[src/rtl/imm_ext_pkg.sv]
// Shared definitions for the pipelined immediate extension unit.
package imm_ext_pkg;

    localparam int unsigned EXT_MAX_W = 64;
    localparam int unsigned EXT_IDX_W = $clog2(EXT_MAX_W);

    typedef enum logic [1:0] {
        MODE_SIGN   = 2'b00,
        MODE_ZERO   = 2'b01,
        MODE_UPPER  = 2'b10,
        MODE_BRANCH = 2'b11
    } imm_mode_e;

    // Width-generic extension: imm holds in_w valid LSBs; result is masked to out_w bits.
    function automatic logic [EXT_MAX_W-1:0] ext_imm(
        input logic [EXT_MAX_W-1:0] imm,
        input imm_mode_e            mode,
        input int unsigned          in_w,
        input int unsigned          out_w
    );
        logic [EXT_MAX_W-1:0] in_mask;
        logic [EXT_MAX_W-1:0] out_mask;
        logic [EXT_MAX_W-1:0] raw;
        logic [EXT_MAX_W-1:0] sx;
        logic [EXT_MAX_W-1:0] res;
        in_mask  = (EXT_MAX_W'(1) << in_w) - EXT_MAX_W'(1);
        out_mask = (out_w >= EXT_MAX_W) ? '1 : ((EXT_MAX_W'(1) << out_w) - EXT_MAX_W'(1));
        raw      = imm & in_mask;
        sx       = raw[EXT_IDX_W'(in_w - 1)] ? (raw | ~in_mask) : raw;
        case (mode)
            MODE_SIGN:   res = sx;
            MODE_ZERO:   res = raw;
            MODE_UPPER:  res = raw << (out_w - in_w);
            MODE_BRANCH: res = sx << 2;
            default:     res = raw;
        endcase
        return res & out_mask;
    endfunction

endpackage

[src/rtl/imm_extend_pipe_if.sv]
// Upstream/downstream handshake bundle of the immediate extension unit.
interface imm_extend_pipe_if #(
    parameter int unsigned IN_W  = 16,
    parameter int unsigned OUT_W = 32
);
    logic             in_valid;
    logic             in_ready;
    logic [IN_W-1:0]  imm_in;
    logic [1:0]       mode;
    logic             out_valid;
    logic             out_ready;
    logic [OUT_W-1:0] imm_out;
    logic [1:0]       out_mode;

    // Decode-side driver and downstream consumer.
    modport master (
        output in_valid, imm_in, mode, out_ready,
        input  in_ready, out_valid, imm_out, out_mode
    );

    // The extension unit itself.
    modport slave (
        input  in_valid, imm_in, mode, out_ready,
        output in_ready, out_valid, imm_out, out_mode
    );
endinterface

[src/rtl/imm_extend_pipe_skid_buffer.sv]
// Registered valid/ready stage with one skid entry; owns all handshake state.
module skid_buffer #(
    parameter int unsigned DATA_W = 34
) (
    input  logic              clk,
    input  logic              rst_n,
    input  logic              in_valid_i,
    output logic              in_ready_o,
    input  logic [DATA_W-1:0] in_data_i,
    output logic              out_valid_o,
    input  logic              out_ready_i,
    output logic [DATA_W-1:0] out_data_o
);

    logic              main_valid_q, main_valid_d;
    logic [DATA_W-1:0] main_data_q,  main_data_d;
    logic              skid_valid_q, skid_valid_d;
    logic [DATA_W-1:0] skid_data_q,  skid_data_d;
    logic              in_ready_q,   in_ready_d;
    logic              accept_c;
    logic              xfer_c;

    // Next-state: refill main from skid first, otherwise place the accepted item.
    always_comb begin
        main_valid_d = main_valid_q;
        main_data_d  = main_data_q;
        skid_valid_d = skid_valid_q;
        skid_data_d  = skid_data_q;
        accept_c     = in_valid_i && in_ready_q;
        xfer_c       = main_valid_q && out_ready_i;
        if (skid_valid_q) begin
            if (xfer_c) begin
                main_data_d  = skid_data_q;
                main_valid_d = 1'b1;
                skid_valid_d = 1'b0;
            end
        end else if (accept_c) begin
            if (!main_valid_q || xfer_c) begin
                main_data_d  = in_data_i;
                main_valid_d = 1'b1;
            end else begin
                skid_data_d  = in_data_i;
                skid_valid_d = 1'b1;
            end
        end else if (xfer_c) begin
            main_valid_d = 1'b0;
        end
        in_ready_d = !skid_valid_d;
    end

    // State registers; in_ready is held low throughout reset.
    always_ff @(posedge clk) begin
        if (!rst_n) begin
            main_valid_q <= 1'b0;
            main_data_q  <= '0;
            skid_valid_q <= 1'b0;
            skid_data_q  <= '0;
            in_ready_q   <= 1'b0;
        end else begin
            main_valid_q <= main_valid_d;
            main_data_q  <= main_data_d;
            skid_valid_q <= skid_valid_d;
            skid_data_q  <= skid_data_d;
            in_ready_q   <= in_ready_d;
        end
    end

    assign in_ready_o  = in_ready_q;
    assign out_valid_o = main_valid_q;
    assign out_data_o  = main_data_q;

endmodule

[src/rtl/imm_extend_pipe.sv]
// Pipelined immediate extender: combinational extension feeding a skid-buffered output register.
module imm_extend_pipe
    import imm_ext_pkg::*;
#(
    parameter int unsigned IN_W  = 16,
    parameter int unsigned OUT_W = 32
) (
    input  logic              clk,
    input  logic              rst_n,
    imm_extend_pipe_if.slave  bus
);

    localparam int unsigned DATA_W = OUT_W + 2;

    // Branch mode needs at least the sign bit plus two shift positions of headroom.
    generate
        if (!(OUT_W > IN_W + 1) || (OUT_W > EXT_MAX_W)) begin : g_bad_width
            $error("imm_extend_pipe: OUT_W must exceed IN_W+1 and not exceed EXT_MAX_W");
        end
    endgenerate

    logic [OUT_W-1:0]  ext_c;
    logic [DATA_W-1:0] out_data_c;

    // Extension of the currently presented immediate; captured only on accept.
    assign ext_c = OUT_W'(ext_imm(EXT_MAX_W'(bus.imm_in), imm_mode_e'(bus.mode), IN_W, OUT_W));

    skid_buffer #(
        .DATA_W (DATA_W)
    ) u_skid (
        .clk         (clk),
        .rst_n       (rst_n),
        .in_valid_i  (bus.in_valid),
        .in_ready_o  (bus.in_ready),
        .in_data_i   ({bus.mode, ext_c}),
        .out_valid_o (bus.out_valid),
        .out_ready_i (bus.out_ready),
        .out_data_o  (out_data_c)
    );

    assign bus.out_mode = out_data_c[DATA_W-1 -: 2];
    assign bus.imm_out  = out_data_c[OUT_W-1:0];

endmodule

[src/flat_wrapper.sv]
// flat-port wrapper written by rule: the top's interface ports become plain ports
module imm_extend_pipe_flat import imm_ext_pkg::*;
#(
    parameter int unsigned IN_W  = 16,
    parameter int unsigned OUT_W = 32
)
  (clk, rst_n, bus_in_valid, bus_imm_in, bus_mode, bus_out_ready, bus_in_ready, bus_out_valid, bus_imm_out, bus_out_mode);
  imm_extend_pipe_if #(.IN_W(IN_W), .OUT_W(OUT_W)) bus_i ();
  input  logic clk;
  input  logic rst_n;
  input wire logic [$bits(bus_i.in_valid)-1:0] bus_in_valid;
  input wire logic [$bits(bus_i.imm_in)-1:0] bus_imm_in;
  input wire logic [$bits(bus_i.mode)-1:0] bus_mode;
  input wire logic [$bits(bus_i.out_ready)-1:0] bus_out_ready;
  output wire logic [$bits(bus_i.in_ready)-1:0] bus_in_ready;
  output wire logic [$bits(bus_i.out_valid)-1:0] bus_out_valid;
  output wire logic [$bits(bus_i.imm_out)-1:0] bus_imm_out;
  output wire logic [$bits(bus_i.out_mode)-1:0] bus_out_mode;
  assign bus_i.in_valid = bus_in_valid;
  assign bus_i.imm_in = bus_imm_in;
  assign bus_i.mode = bus_mode;
  assign bus_i.out_ready = bus_out_ready;
  assign bus_in_ready = bus_i.in_ready;
  assign bus_out_valid = bus_i.out_valid;
  assign bus_imm_out = bus_i.imm_out;
  assign bus_out_mode = bus_i.out_mode;
  imm_extend_pipe #(.IN_W(IN_W), .OUT_W(OUT_W)) u_core (.clk(clk), .rst_n(rst_n), .bus(bus_i));
endmodule
[config.mk]
export PLATFORM = sky130hd
export DESIGN_NAME = imm_extend_pipe_flat
export DESIGN_NICKNAME = d
export VERILOG_FILES = /design/src/rtl/imm_ext_pkg.sv /design/src/rtl/imm_extend_pipe_if.sv /design/src/rtl/imm_extend_pipe_skid_buffer.sv /design/src/rtl/imm_extend_pipe.sv /design/src/flat_wrapper.sv
export SDC_FILE = /design/constraint.sdc
export NUM_CORES = 1
export LEC_CHECK = 0
export BUFFER_PORTS_ARGS = -buffer_cell sky130_fd_sc_hd__buf_2
export CAP_MARGIN = 25
export CORE_MARGIN = 2
export CORE_UTILIZATION = 30
export DETAILED_ROUTE_END_ITERATION = 10
export PLACE_DENSITY = 0.47
export RECOVER_POWER = 50
export SKIP_LAST_GASP = 1
export SYNTH_ARGS = -nofsm -noshare
export SYNTH_HDL_FRONTEND = slang
export SYNTH_SLANG_ARGS = --single-unit
[constraint.sdc]
create_clock -name clk -period 1.74 [get_ports clk]
set_input_delay 0 -clock clk [delete_from_list [all_inputs] [get_ports clk]]
set_output_delay 0 -clock clk [all_outputs]
set_load 0.01 [all_outputs]
* Word-level counts from Yosys, hierarchy flattened *
Cells that the tools add are included.
Widths: inputs -> output; s select.

storage, ports and cells
  flip-flop bits (word level) = 71
  input bits = 22
  output and inout port bits = 36
  logic and storage cells = 39

cells by class
  equality and inequality tests = 5
  muxes and demuxes = 15
  bitwise logic cells = 2
  reductions and logical operators = 12

operators by type and width
  operator            count
  $mux 34             4
  $pmux 32 s4         1
  $mux 32             1
  $mux 1              9
  $reduce_and 3->1    3
  $reduce_bool 2->1   3
  $eq 2x2->1 const B  2
  $ne 3x2->1 const B  1
  $eq 2x1->1 const B  1
  $logic_and 1x1->1   2
  $logic_not 1->1     2
  $logic_not 2->1     1
  $ne 2x1->1 const B  1
  $not 1->1           2
  $logic_or 1x1->1    1

* Depth between registers and ports, before layout *
  word-level depth = 6
  depth in mapped cells = 6
  depth with buffers taken out = 3

* Hierarchy *
From an unflattened synthesis, not the netlist that was laid out.

unflattened totals
  cell total of the unflattened synthesis = 391
  area total of the unflattened synthesis = 3688.5 um^2

modules (own cells, without submodules)
  module           times used  cells an instance  area an instance (um^2)  sequential area each (um^2)
  skid_buffer      1           332                3178.0                   1421.4
  imm_extend_pipe  1           59                 510.5                    0.0

* Worst setup path after synthesis *
Ideal clock, no wire load.

  kind = register to register
  from = reg u_core.u_skid.main_valid_q (netlist: u_core.u_skid.out_valid_o)
  to = reg u_core.u_skid.skid_data_q[21]
  library setup time = 0.134 ns
  arrival = 1.245 ns
  data required time = 1.606 ns
  slack = 0.360 ns
  cell stages (with the launch flop) = 7
  path buffers = 3
  clock period less this slack = 1.380 ns
  cells stage by stage = dfxtp_1 nand2b_1 buf_2 nor2_1 buf_2 buf_2 a211oi_1

on the way
  longest elaborated chain between the ends = 4

RTL lines
  item                                                         RTL line                                                              RTL
  start, declared                                              imm_extend_pipe_skid_buffer.sv:15                                     logic main_valid_q, main_valid_d;
  start signal, assigned                                       imm_extend_pipe_skid_buffer.sv:60                                     main_valid_q <= main_valid_d;
  $logic_not 1->1 / $logic_and 1x1->1 (equally long branches)  imm_extend_pipe_skid_buffer.sv:38, imm_extend_pipe_skid_buffer.sv:30
  $logic_or 1x1->1 *                                           imm_extend_pipe_skid_buffer.sv:38                                     if (!main_valid_q || xfer_c) begin
  $not 1->1 (no line) *                                        -
  $reduce_and 3->1 (no line) *                                 -
  end signal, assigned                                         imm_extend_pipe_skid_buffer.sv:63                                     skid_data_q <= skid_data_d;
  end, declared                                                imm_extend_pipe_skid_buffer.sv:18                                     logic [DATA_W-1:0] skid_data_q, skid_data_d;

Mark *: on every way between the ends. The rest lies on a longest branch, timed or not.
A chain may end at the register's enable or synchronous reset.

* Final worst setup path *
  from = reg u_core.u_skid.main_valid_q (netlist: u_core.u_skid.out_valid_o)
  to = reg u_core.u_skid.main_data_q[11] (netlist: u_core.u_skid.out_data_o[11])

on the way
  longest elaborated chain between the ends = 4

RTL lines
  item                                                         RTL line                                                              RTL
  $logic_not 1->1 / $logic_and 1x1->1 (equally long branches)  imm_extend_pipe_skid_buffer.sv:38, imm_extend_pipe_skid_buffer.sv:30
  $logic_or 1x1->1                                             imm_extend_pipe_skid_buffer.sv:38
  $reduce_bool 2->1 (no line)                                  -
  $reduce_and 3->1 (no line) *                                 -
  end signal, assigned                                         imm_extend_pipe_skid_buffer.sv:61                                     main_data_q <= main_data_d;
  end, declared                                                imm_extend_pipe_skid_buffer.sv:16                                     logic [DATA_W-1:0] main_data_q, main_data_d;

Marks and branches as above.

==> results.toml <==
[floorplanning]
fp-row-count = 40
core_um2 = 12000
die-area_um2 = 13200
io_pins = 58
dieHeight_um = 115
initial_utilization_pct = 30.7
die_w_um = 115

[sta]
period_share_pct = 89.4
fmax_mhz = 643
tightest_slew_ns = 0.613
rsz0062_at_grt = "no"
maxSlewViolCount = 0
hold_viol_final = 0
min_period_ns = 1.56
timing.hold.ws_ns = 0.0310
max-slew-margin-rel_pct = 59.1
setup_viol = 0
tns_ns = 0
clock_skew_ns = 0.00528

[routing]
drt_pre_antenna_iters = 4
vias = 3353
wl_um = 11100
ant_nets = 0
wl_per_cell_um = 18.4
drtIter0Drc = 195
drc_errors = 0
via_per_inst = 5.56

[place]
place_congestion = 0.715
dp_cells = 584
port_buffers = 57
place_hpwl_um = 7240

[global_route]
grt_pass1_vias = 3216
antenna_found_initial = 0
grt_pass1_wl_um = 17700
grt_max_degree = 50
overflow = 0
track_usage_pct = 17.3

[setup_path]
critical_path_required_ns = 1.97
end_kind = "flip-flop"
r2r_setup_slack_ns = 0.18
worstSetupStartpointType = "flip-flop"
critPathArrivalTime_ns = 1.79
setup.worst_path.class = "flip-flop to flip-flop"
cp_max_fo = 14

[synth]
ys_ff_latch = 71
yosysTopAreaCell = "dfxtp_1"
netlist_top_cells_count = "dfxtp_1 (71), a21oi_1 (68), a211oi_1 (48)"
ys_types = 34
ys_top_cells_by_area = "dfxtp_1 (38%), a211oi_1 (9.8%), a21oi_1 (9.2%)"
synth_ff_type = "dfxtp_1"
synth_edf_count = 0
syn_nets = 434
yosys.area.top_type_share_pct = 38.5
postSynthCellCount = 412
avgSynthCellArea_um2 = 8.96
syn_area_um2 = 3690
yosysMostFrequentCell = "dfxtp_1"
ys_async_sr_fraction_pct = 0
yosysSeqAreaShare_pct = 38.5
yosys_warnings = 0

[job]
cap_violations = 0

[clock_tree]
clockBufferDepth = 2
htree_levels = 3
numClockSinks = 71
numCtsBuffers = 9
cts_setup_buffers = 0
cts_tree = "built"
cts.clk_slew.worst_paths_ns = 0.06
clock_latency_ns = 0.34
cts_root_buffer = "clkbuf_16"

[power]
power.switching_w = 0.00115
internal_power_w = 0.00307
leakage_nw = 1.45
combPwrFrac_pct = 14.0
p_clk_share_pct = 45.2
vdd_drop_max_v = 0.000615
swShare_pct = 27.2
pwr_density_cell_nw_per_um2 = 970
pwr-share-seq_pct = 40.8

[finish]
antennaDiodeCount = 0
fin_nets = 473
fill_cells = 1272
areaGrowthSynthToFinish_pct = 17.8
drive_above_1_share_pct = 16.7
fin_cells = 603
final_util_pct = 36.2

[outcome]
status = "complete, no violations"

[worst_hold_path]
min_path_type = "primary input to flip-flop"
[metrics by stage]
step	worst slack (ns)	power, W	cell area, µm²
after global placement	0.180	0.00235	4060
after CTS	0.100	0.00429	4390
after global routing	0.0802	0.00440	4350
final	0.185	0.00422	4350
after detailed placement	0.123	0.00235	4060
after floorplan	0.360	0.00215	3690
[kinds of logic after synthesis]
family	synth area share [%]
AOI/OAI and AO/OA	35.3
muxes	5.12
DFF	38.5
buffers and inverters	8.13
and+or+nand+nor	12.9
[sequential cells by signal (all words and copies together), names as in the netlist]
name,cells
u_core.u_skid.out_valid_o,1
u_core.u_skid.out_data_o,34
u_core.u_skid.skid_data_q,34
u_core.u_skid.skid_valid_q,1
u_core.u_skid.in_ready_o,1
[worst paths after layout]
kind / startpoint / end / cells after the start
worst max register to register: u_core.u_skid.out_valid_o$_SDFFE_PN0P_ / u_core.u_skid.out_data_o[11]$_SDFFE_PN0P_ / 5
worst min register to register: u_core.u_skid.out_data_o[13]$_SDFFE_PN0P_ / u_core.u_skid.out_data_o[13]$_SDFFE_PN0P_ / 1
worst min-delay path: bus_imm_in[10] / u_core.u_skid.skid_data_q[12]$_SDFFE_PN0P_ / 3
worst max-delay path: u_core.u_skid.out_valid_o$_SDFFE_PN0P_ / u_core.u_skid.out_data_o[11]$_SDFFE_PN0P_ / 5
[final cells by class]
cell class              instances  area, µm²  area share (%)
repair buffers                 79        442            10.2
well taps                     147        184            4.23
inverters                       3       11.3           0.259
clock buffers                  10        239            5.49
flip-flops and latches         71       1420            32.7
clock inverters                 6       68.8            1.58
multi-input cells             287       1980            45.6
[repair_timing]
item	4_1_cts	5_1_grt
endpoints found under the hold margin	3	0
hold buffers	3	0
endpoints found under the setup margin	0	12
resized for setup	0	1
[layer usage]
metal | GRT usage [%] | part of all wire [%] | vias up
met5 | 0 | 0 | -
met4 | 5.70 | 1.7 | 0
met3 | 5.17 | 5.0 | 13
met2 | 25.3 | 43 | 89
met1 | 24.5 | 50 | 1590
li1 | - | - | 1661
[layout by cell type (no fill, tap or decap), drive strengths merged]
master	count
and3b	1
mux2	15
o21ai	6
clkbuf	49
dfxtp	71
o22ai	15
and2	3
a31oi	7
clkinvlp	1
nand3	2
clkinv	3
o2111ai	15
nand2b	32
nand2	17
a211oi	49
a21oi	68
bufinv	1
nor2	2
nand4	3
a211o	14
nand3b	2
nor3b	3
inv	4
a21o	1
a311oi	1
dlygate4sd3	3
nor2b	15
a32o	14
buf	37
mux2i	2
[power groups by stage]
stage               logic, W  registers, W  clock network, W
floorplan           0.000377       0.00177                 0
global placement    0.000600       0.00175                 0
detailed placement  0.000599       0.00175                 0
CTS                 0.000608       0.00172           0.00196
global route        0.000648       0.00173           0.00202
finish              0.000590       0.00172           0.00191
[critical path: stages, from the launching register on]
cell      delay (ns)
dfxtp_1         0.35
buf_4           0.15
nor2b_2         0.31
a211oi_4        0.05
clkbuf_2        0.28
a32o_1          0.30
Note: power is estimated with default switching activity, not from simulation.
